## config.mk

```make
export PLATFORM = sky130hd
export DESIGN_NAME = mini_processor_flat
export DESIGN_NICKNAME = d
export VERILOG_FILES = /design/src/rtl/mini_processor_if.sv /design/src/rtl/mini_processor.sv /design/src/flat_wrapper.sv
export SDC_FILE = /design/constraint.sdc
export NUM_CORES = 1
export LEC_CHECK = 0
export ABC_AREA = 1
export CAP_MARGIN = 25
export CORE_MARGIN = 2
export CORE_UTILIZATION = 55
export DETAILED_ROUTE_END_ITERATION = 8
export PLACE_DENSITY = 0.76
export SYNTH_ARGS = -nofsm -noshare
export SYNTH_HDL_FRONTEND = slang
export SYNTH_SLANG_ARGS = --single-unit
```

## constraint.sdc

```tcl
create_clock -name clk -period 2.6 [get_ports clk]
set_input_delay 0.52 -clock clk [delete_from_list [all_inputs] [get_ports clk]]
set_output_delay 0.52 -clock clk [all_outputs]
set_load 0.02 [all_outputs]
```

## src/rtl/mini_processor_if.sv

```systemverilog
// mini_processor_if: run/pc control and observation bus of the mini_processor core.
`default_nettype none

interface mini_processor_if;
    logic        run;
    logic [2:0]  pc;
    logic [3:0]  state;
    logic [15:0] ALU_result;
    logic [2:0]  flags;

    modport master (
        output run,
        output pc,
        input  state,
        input  ALU_result,
        input  flags
    );

    modport slave (
        input  run,
        input  pc,
        output state,
        output ALU_result,
        output flags
    );
endinterface

`default_nettype wire

```

## src/rtl/mini_processor.sv

```systemverilog
// +-----------------------------------------------------------------------+
// | mini_processor: multi-cycle 16-bit core, 8-entry ROM, 8x16 regfile,   |
// | ALU with {Z,N,C} flags.                       Revision: 1.0            |
// +-----------------------------------------------------------------------+
`default_nettype none

module mini_processor (
    input  wire logic        clk,
    input  wire logic        rst,
    mini_processor_if.slave  bus
);

    localparam logic [3:0] C_IDLE    = 4'b0001;
    localparam logic [3:0] C_FETCH   = 4'b0010;
    localparam logic [3:0] C_DECODE  = 4'b0100;
    localparam logic [3:0] C_EXECUTE = 4'b1000;

    localparam logic [3:0] C_OP_ADD = 4'd0;
    localparam logic [3:0] C_OP_SUB = 4'd1;
    localparam logic [3:0] C_OP_AND = 4'd2;
    localparam logic [3:0] C_OP_OR  = 4'd3;
    localparam logic [3:0] C_OP_XOR = 4'd4;
    localparam logic [3:0] C_OP_NOT = 4'd5;
    localparam logic [3:0] C_OP_SHL = 4'd6;
    localparam logic [3:0] C_OP_SHR = 4'd7;
    localparam logic [3:0] C_OP_LDI = 4'd8;
    localparam logic [3:0] C_OP_MOV = 4'd9;

    logic [3:0]  r_state;
    logic [3:0]  w_next_state;
    logic        w_fetch_en;
    logic        w_decode_en;
    logic        w_exec_en;

    logic [15:0] r_ir;
    logic [15:0] r_a;
    logic [15:0] r_b;
    logic [15:0] r_regs [8];
    logic [15:0] r_result;
    logic [2:0]  r_flags;

    logic [15:0] w_rom_data;
    logic [15:0] w_alu;
    logic        w_carry;
    logic        w_write;
    logic [16:0] w_sum;
    logic [16:0] w_diff;

    // State register
    always_ff @(posedge clk) begin
        if (rst) begin
            r_state <= C_IDLE;
        end else begin
            r_state <= w_next_state;
        end
    end

    // Next-state logic
    always_comb begin
        w_next_state = C_IDLE;
        case (r_state)
            C_IDLE:    w_next_state = bus.run ? C_FETCH : C_IDLE;
            C_FETCH:   w_next_state = C_DECODE;
            C_DECODE:  w_next_state = C_EXECUTE;
            C_EXECUTE: w_next_state = bus.run ? C_FETCH : C_IDLE;
            default:   w_next_state = C_IDLE;
        endcase
    end

    // Stage enables decoded from the state
    always_comb begin
        w_fetch_en  = 1'b0;
        w_decode_en = 1'b0;
        w_exec_en   = 1'b0;
        case (r_state)
            C_FETCH:   w_fetch_en  = 1'b1;
            C_DECODE:  w_decode_en = 1'b1;
            C_EXECUTE: w_exec_en   = 1'b1;
            default: ;
        endcase
    end

    always_comb begin
        w_rom_data = 16'h0000;
        case (bus.pc)
            3'd0: w_rom_data = 16'h8205;
            3'd1: w_rom_data = 16'h8403;
            3'd2: w_rom_data = 16'h0650;
            3'd3: w_rom_data = 16'h1888;
            3'd4: w_rom_data = 16'h2A50;
            3'd5: w_rom_data = 16'h4C48;
            3'd6: w_rom_data = 16'h6F00;
            3'd7: w_rom_data = 16'h01D0;
            default: w_rom_data = 16'h0000;
        endcase
    end

    assign w_sum  = {1'b0, r_a} + {1'b0, r_b};
    assign w_diff = {1'b0, r_a} - {1'b0, r_b};

    always_comb begin
        w_alu   = 16'h0000;
        w_carry = 1'b0;
        w_write = 1'b1;
        case (r_ir[15:12])
            C_OP_ADD: begin w_alu = w_sum[15:0];  w_carry = w_sum[16]; end
            // Bit 16 of the 17-bit difference is set exactly when A < B unsigned.
            C_OP_SUB: begin w_alu = w_diff[15:0]; w_carry = w_diff[16]; end
            C_OP_AND: w_alu = r_a & r_b;
            C_OP_OR:  w_alu = r_a | r_b;
            C_OP_XOR: w_alu = r_a ^ r_b;
            C_OP_NOT: w_alu = ~r_a;
            C_OP_SHL: begin w_alu = {r_a[14:0], 1'b0}; w_carry = r_a[15]; end
            C_OP_SHR: begin w_alu = {1'b0, r_a[15:1]}; w_carry = r_a[0];  end
            C_OP_LDI: w_alu = {{7{r_ir[8]}}, r_ir[8:0]};
            C_OP_MOV: w_alu = r_a;
            default:  w_write = 1'b0;
        endcase
    end

    always_ff @(posedge clk) begin
        if (rst) begin
            r_ir     <= 16'h0000;
            r_a      <= 16'h0000;
            r_b      <= 16'h0000;
            r_result <= 16'h0000;
            r_flags  <= 3'b000;
            for (int i = 0; i < 8; i++) begin
                r_regs[i] <= 16'h0000;
            end
        end else begin
            if (w_fetch_en) begin
                r_ir <= w_rom_data;
            end
            if (w_decode_en) begin
                r_a <= r_regs[r_ir[8:6]];
                r_b <= r_regs[r_ir[5:3]];
            end
            if (w_exec_en && w_write) begin
                r_regs[r_ir[11:9]] <= w_alu;
                r_result           <= w_alu;
                r_flags            <= {(w_alu == 16'h0000), w_alu[15], w_carry};
            end
        end
    end

    assign bus.state      = r_state;
    assign bus.ALU_result = r_result;
    assign bus.flags      = r_flags;

endmodule

`default_nettype wire

```

## src/flat_wrapper.sv

```systemverilog
// flat-port wrapper written by rule: the top's interface ports become plain ports
module mini_processor_flat 
  (clk, rst, bus_run, bus_pc, bus_state, bus_ALU_result, bus_flags);
  mini_processor_if bus_i ();
  input  wire logic clk;
  input  wire logic rst;
  input wire logic [$bits(bus_i.run)-1:0] bus_run;
  input wire logic [$bits(bus_i.pc)-1:0] bus_pc;
  output wire logic [$bits(bus_i.state)-1:0] bus_state;
  output wire logic [$bits(bus_i.ALU_result)-1:0] bus_ALU_result;
  output wire logic [$bits(bus_i.flags)-1:0] bus_flags;
  assign bus_i.run = bus_run;
  assign bus_i.pc = bus_pc;
  assign bus_state = bus_i.state;
  assign bus_ALU_result = bus_i.ALU_result;
  assign bus_flags = bus_i.flags;
  mini_processor u_core (.clk(clk), .rst(rst), .bus(bus_i));
endmodule
```

[Yosys cells after proc, flatten, opt, wreduce, memory -nomap -nowiden]
Memory sizes are Yosys's and may differ from the RTL's. A register that Yosys moved wholly into a read port is not among the register bits.
Index checks and enable logic that the tools add are counted.
Operators by class
  bitwise operators: 4
  muxes and demuxes: 16
  reduce and logical (&&, ||, !) cells: 6
  add/subtract/negate cells: 2
  eq/ne operators: 13
Operators by type and width (count)
  16-bit case mux with 10 select lines: 1
  4-bit by 3-bit == test with 1-bit output, second input constant: 5
  16-bit by 16-bit adder with 17-bit output: 1
  16-bit by 16-bit subtractor with 17-bit output: 1
  16-bit AND: 1
  16-bit zero test: 1
  16-bit two-way mux: 1
  16-bit NOT: 1
  16-bit OR: 1
  16-bit OR reduction: 1
  16-bit XOR: 1
  4-bit by 2-bit == test with 1-bit output, second input constant: 3
  4-bit == test, second input constant: 3
  4-bit case mux with 3 select lines: 1
  1-bit two-way mux: 10
  10-bit OR reduction: 1
  4-bit by 1-bit == test with 1-bit output, second input constant: 2
  4-bit zero test: 1
  1-bit case mux with 4 select lines: 1
  3-bit two-way mux: 1
  2-bit two-way mux: 1
  2-bit OR reduction: 1
  1-bit logical AND: 1
Storage, ports and cells
  output and inout bits: 23
  bits in writable memories: 128
  word-level logic and storage cells: 47
  register bits after elaboration: 39
  memories: 2
  ROM bits: 120
Memories
  u_core.r_regs: depth 8, width 16, rd ports 2, clocked after memory_dff 2, write ports 8, RTL line mini_processor.sv:38  | logic [15:0] r_regs [8];
  (no name shown): depth 8, width 15, rd ports 1, clocked after memory_dff 1, write ports 0, RTL line mini_processor.sv:85  | case (bus.pc)

[Longest topological paths before layout]
  depth in word-level cells: 9
  gate-level depth with buffers: 19

[Least setup slack after synthesis]
Ideal clock, no wire load.
  kind: flip-flop to flip-flop
  from: reg u_core.r_state[3], in the netlist u_core.bus.state[3]
  to: mem u_core.r_regs[2][0], enable pin
  cell stages (with the launch flop): 12
  setup time: 0.372 ns
  buffers on the path: 1
  period minus slack after synthesis: 2.421 ns
  data required time: 2.228 ns
  arrival time: 2.049 ns
  slack: 0.179 ns
  cell sequence: dfxtp_1 nand2_1 nor2_1 nand2_1 nor2_1 inv_1 nor2_1 inv_1 nor2_1 inv_1 buf_2 nand2_1
RTL lines
  from (decl): RTL line mini_processor.sv:29  | logic [3:0] r_state;
  from (signal assigned): RTL line mini_processor.sv:54  | r_state <= w_next_state;
  to (decl): RTL line mini_processor.sv:38

==> impl_metrics.toml <==
[global_routing]
grt_pass1_wl_mm = 60.1
grt_pass1_vias = 10971
antenna_found_initial = 0
grt-ovfl-total = 0
grtUsageTotal_pct = 32.6
grt_start_max_net_pins = 60

[clock_tree]
clk_pin_slew_worst_paths_ns = 0.08
numCtsBuffers = 17
cts-root-buf = "clkbuf_16"
clock-sinks = 196
cts_tree = "built"
clk-insertion-delay-late_ns = 0.45
cts_htree_levels = 4
clockBufferDepth = 2

[yosys]
synthFlopType = "edfxtp_1"
synth.area.top_cells = "edfxtp_1 31%, dfxtp_1 11%, nand2_1 10%"
synth_edf_count = 128
synth_cells = 1670
synth_top_area_share_pct = 31.3
avgSynthCellArea_um2 = 7.35
syn_nets = 1736
ys_seq_area_share_pct = 42.4
synth_async_sr_flop_share_pct = 0
synth_largest_area_cell = "edfxtp_1"
netlist_area_um2 = 12300
synth_cell_type_count = 40
synth-seq-cells = 196
yosysWarnings = 0

[setup_path]
worst_setup_path_end_kind = "flip-flop"
crit_path_top_delay_cell = "ha_2"
arrival_ns = 2.70
crit_top_cell = "nand2_1"
cp-start-kind = "flip-flop"
critPathMaxFanout = 8
crit_chain = "inv_1 > ha_2 > nand2_1 > nor2_2 > nand3_1 > nand3_1 > nand2_1 > nand3_1 > nand2_1 > nor2_1 > buf_4 > inv_1 > nand2_1 > inv_1"
required_ns = 2.80
path_class = "flip-flop to flip-flop"
critPathMaxStageDelay_ns = 0.41

[power]
leakage_nw = 6.50
seqPwrFrac_pct = 50.6
switching_share_pct = 26.3
p_sw_mw = 1.77
power_density_nw_per_um2 = 468
power_mw = 6.74
intPower_mw = 4.97
p_clk_share_pct = 43.0
power_frac_comb_pct = 6.4
ir_drop_mv = 0.476

[finish]
area_growth_pct = 17.5
antenna_cells = 0
final_cells = 2042
layout-drive-gt1-share_pct = 11.5
nets = 1815
final_cell_mix = "325 x nand2_1, 259 x inv_1, 206 x nor2_1"
mostFrequentLayoutCell = "nand2_1"

[route]
drt-pass1-iter-count = 6
antenna_violating_nets_post_route = 0
drc_errors = 0
wl_mm = 38.5
via_per_inst = 5.75
drtIter0Drc = 1229
vias = 11737
wl_per_cell_um = 18.9

[timing]
post-route-period-util_pct = 96.2
max-slew-margin-rel_pct = 48.2
setup_slack_ns = 0.100
rsz0062_at_grt = "false"
worstMarginPinSlew_ns = 0.776
fmax_mhz = 400
setup_violations = 0
finClkSkew_ns = 0.0213
holdWs_ns = 0.481
drv_slew = 0
period_minus_slack_ns = 2.50
finalSetupTns_ns = 0
finalHoldViolCount = 0

[die]
dieWidth_um = 153
rows = 54
die_area_um2 = 23500
fp.dieH_um = 153
core_area_um2 = 21900
start_util_pct = 56.0
io_pins = 29

[place]
gp_congestion = 0.995
dpl.hpwl_mm = 28.0
place.port_buffers = 28
dp_slack_ns = 0.0130
dp.cells = 2008

[worst_hold_path]
hold_class = "flip-flop to flip-flop"

[outcome]
run_status = "complete, no violations"

[job]
drv_cap = 0
-- cells by family (layout without fill, tap and decap cells) --
group / count (synthesis) / after routing / share of synthesized area [%]
XOR/XNOR: 1 / 1 / 0.0714
multiplexers: 24 / 24 / 1.96
adder cells (fa/ha/maj): 60 / 60 / 6.24
buffers and inverters: 349 / 441 / 11.1
AO/OA/AOI/OAI: 367 / 367 / 15.7
flip-flops: 196 / 196 / 42.4
AND/OR/NAND/NOR: 673 / 673 / 22.6
-- registers in the layout, indices dropped and copies added, names as in the netlist --
name                   count
u_core.bus.ALU_result     15
u_core.bus.flags           3
u_core.bus.state           4
u_core.r_a                16
u_core.r_b                16
u_core.r_ir               14
u_core.r_regs            128
-- layout make-up --
cell class              instances  area (um2)
clock buffers                  17         425
clock inverters                15         229
fillers                      1858        7480
inverters                     272        1030
multi-input cells            1125        5910
flip-flops and latches        196        5220
well taps                     280         350
repair buffers                137        1260
-- repair_timing --
action                     4_1_cts  5_1_grt
gates cloned                     0        0
setup endpoints to repair        9       62
pin swaps                        0        3
gates resized for setup          3       46
buffers inserted                 0        1
hold buffers                     0        0
hold endpoints to repair         0        0
-- power by group through the flow --
stage / clock [mW] / sequential, mW / combinational, mW
final: 2.90 / 3.41 / 0.432
after global routing: 3.02 / 3.42 / 0.467
after CTS: 2.91 / 3.41 / 0.418
after detailed placement: 0 / 3.49 / 0.416
after global placement: 0 / 3.48 / 0.410
after floorplan: 0 / 3.47 / 0.244
-- Yosys cell counts, types with 12 or more instances --
| master | instances |
|---|---|
| clkbuf_1 | 44 |
| dfxtp_1 | 68 |
| edfxtp_1 | 128 |
| buf_2 | 25 |
| nor2_1 | 209 |
| a21oi_1 | 126 |
| mux2i_1 | 24 |
| nand3_1 | 91 |
| o211ai_1 | 12 |
| nand2_1 | 330 |
| o21ai_0 | 193 |
| o22ai_1 | 22 |
| ha_1 | 58 |
| inv_1 | 264 |
-- critical path: cells and delay by family (launching register included) --
kind                     cells  cell delay (ns)
flip-flops                   1             0.37
AND/OR/NAND/NOR              9             0.99
adder cells (fa/ha/maj)      1             0.41
buffers and inverters        4             0.47
-- metrics by stage --
| stage | util (%) | area (um2) |
|---|---|---|
| floorplan | - | 12300 |
| global placement | 61.7 | 13500 |
| detailed placement | 61.7 | 13500 |
| CTS | 64.7 | 14200 |
| global route | 65.8 | 14400 |
| finish | 65.8 | 14400 |
-- per-layer routing --
layer	vias up	global-route usage [%]	wire length [um]
li1	5585	-	-
met1	5456	43.6	15500
met2	603	54.8	18400
met3	93	4.05	3310
met4	0	11.8	1280
met5	-	0	0
-- worst paths after layout --
check	startpoint	endpoint	slack, ns	cells past startpoint
setup / recovery	u_core.r_b[9]	u_core.r_regs[1][11]	0.1	14
hold reg to reg	u_core.r_ir[2]	u_core.r_ir[2]	0.48	2
hold / removal	u_core.r_ir[2]	u_core.r_ir[2]	0.48	2
setup reg to reg	u_core.r_b[9]	u_core.r_regs[1][11]	0.1	14
(Power assumes the default switching activity.)
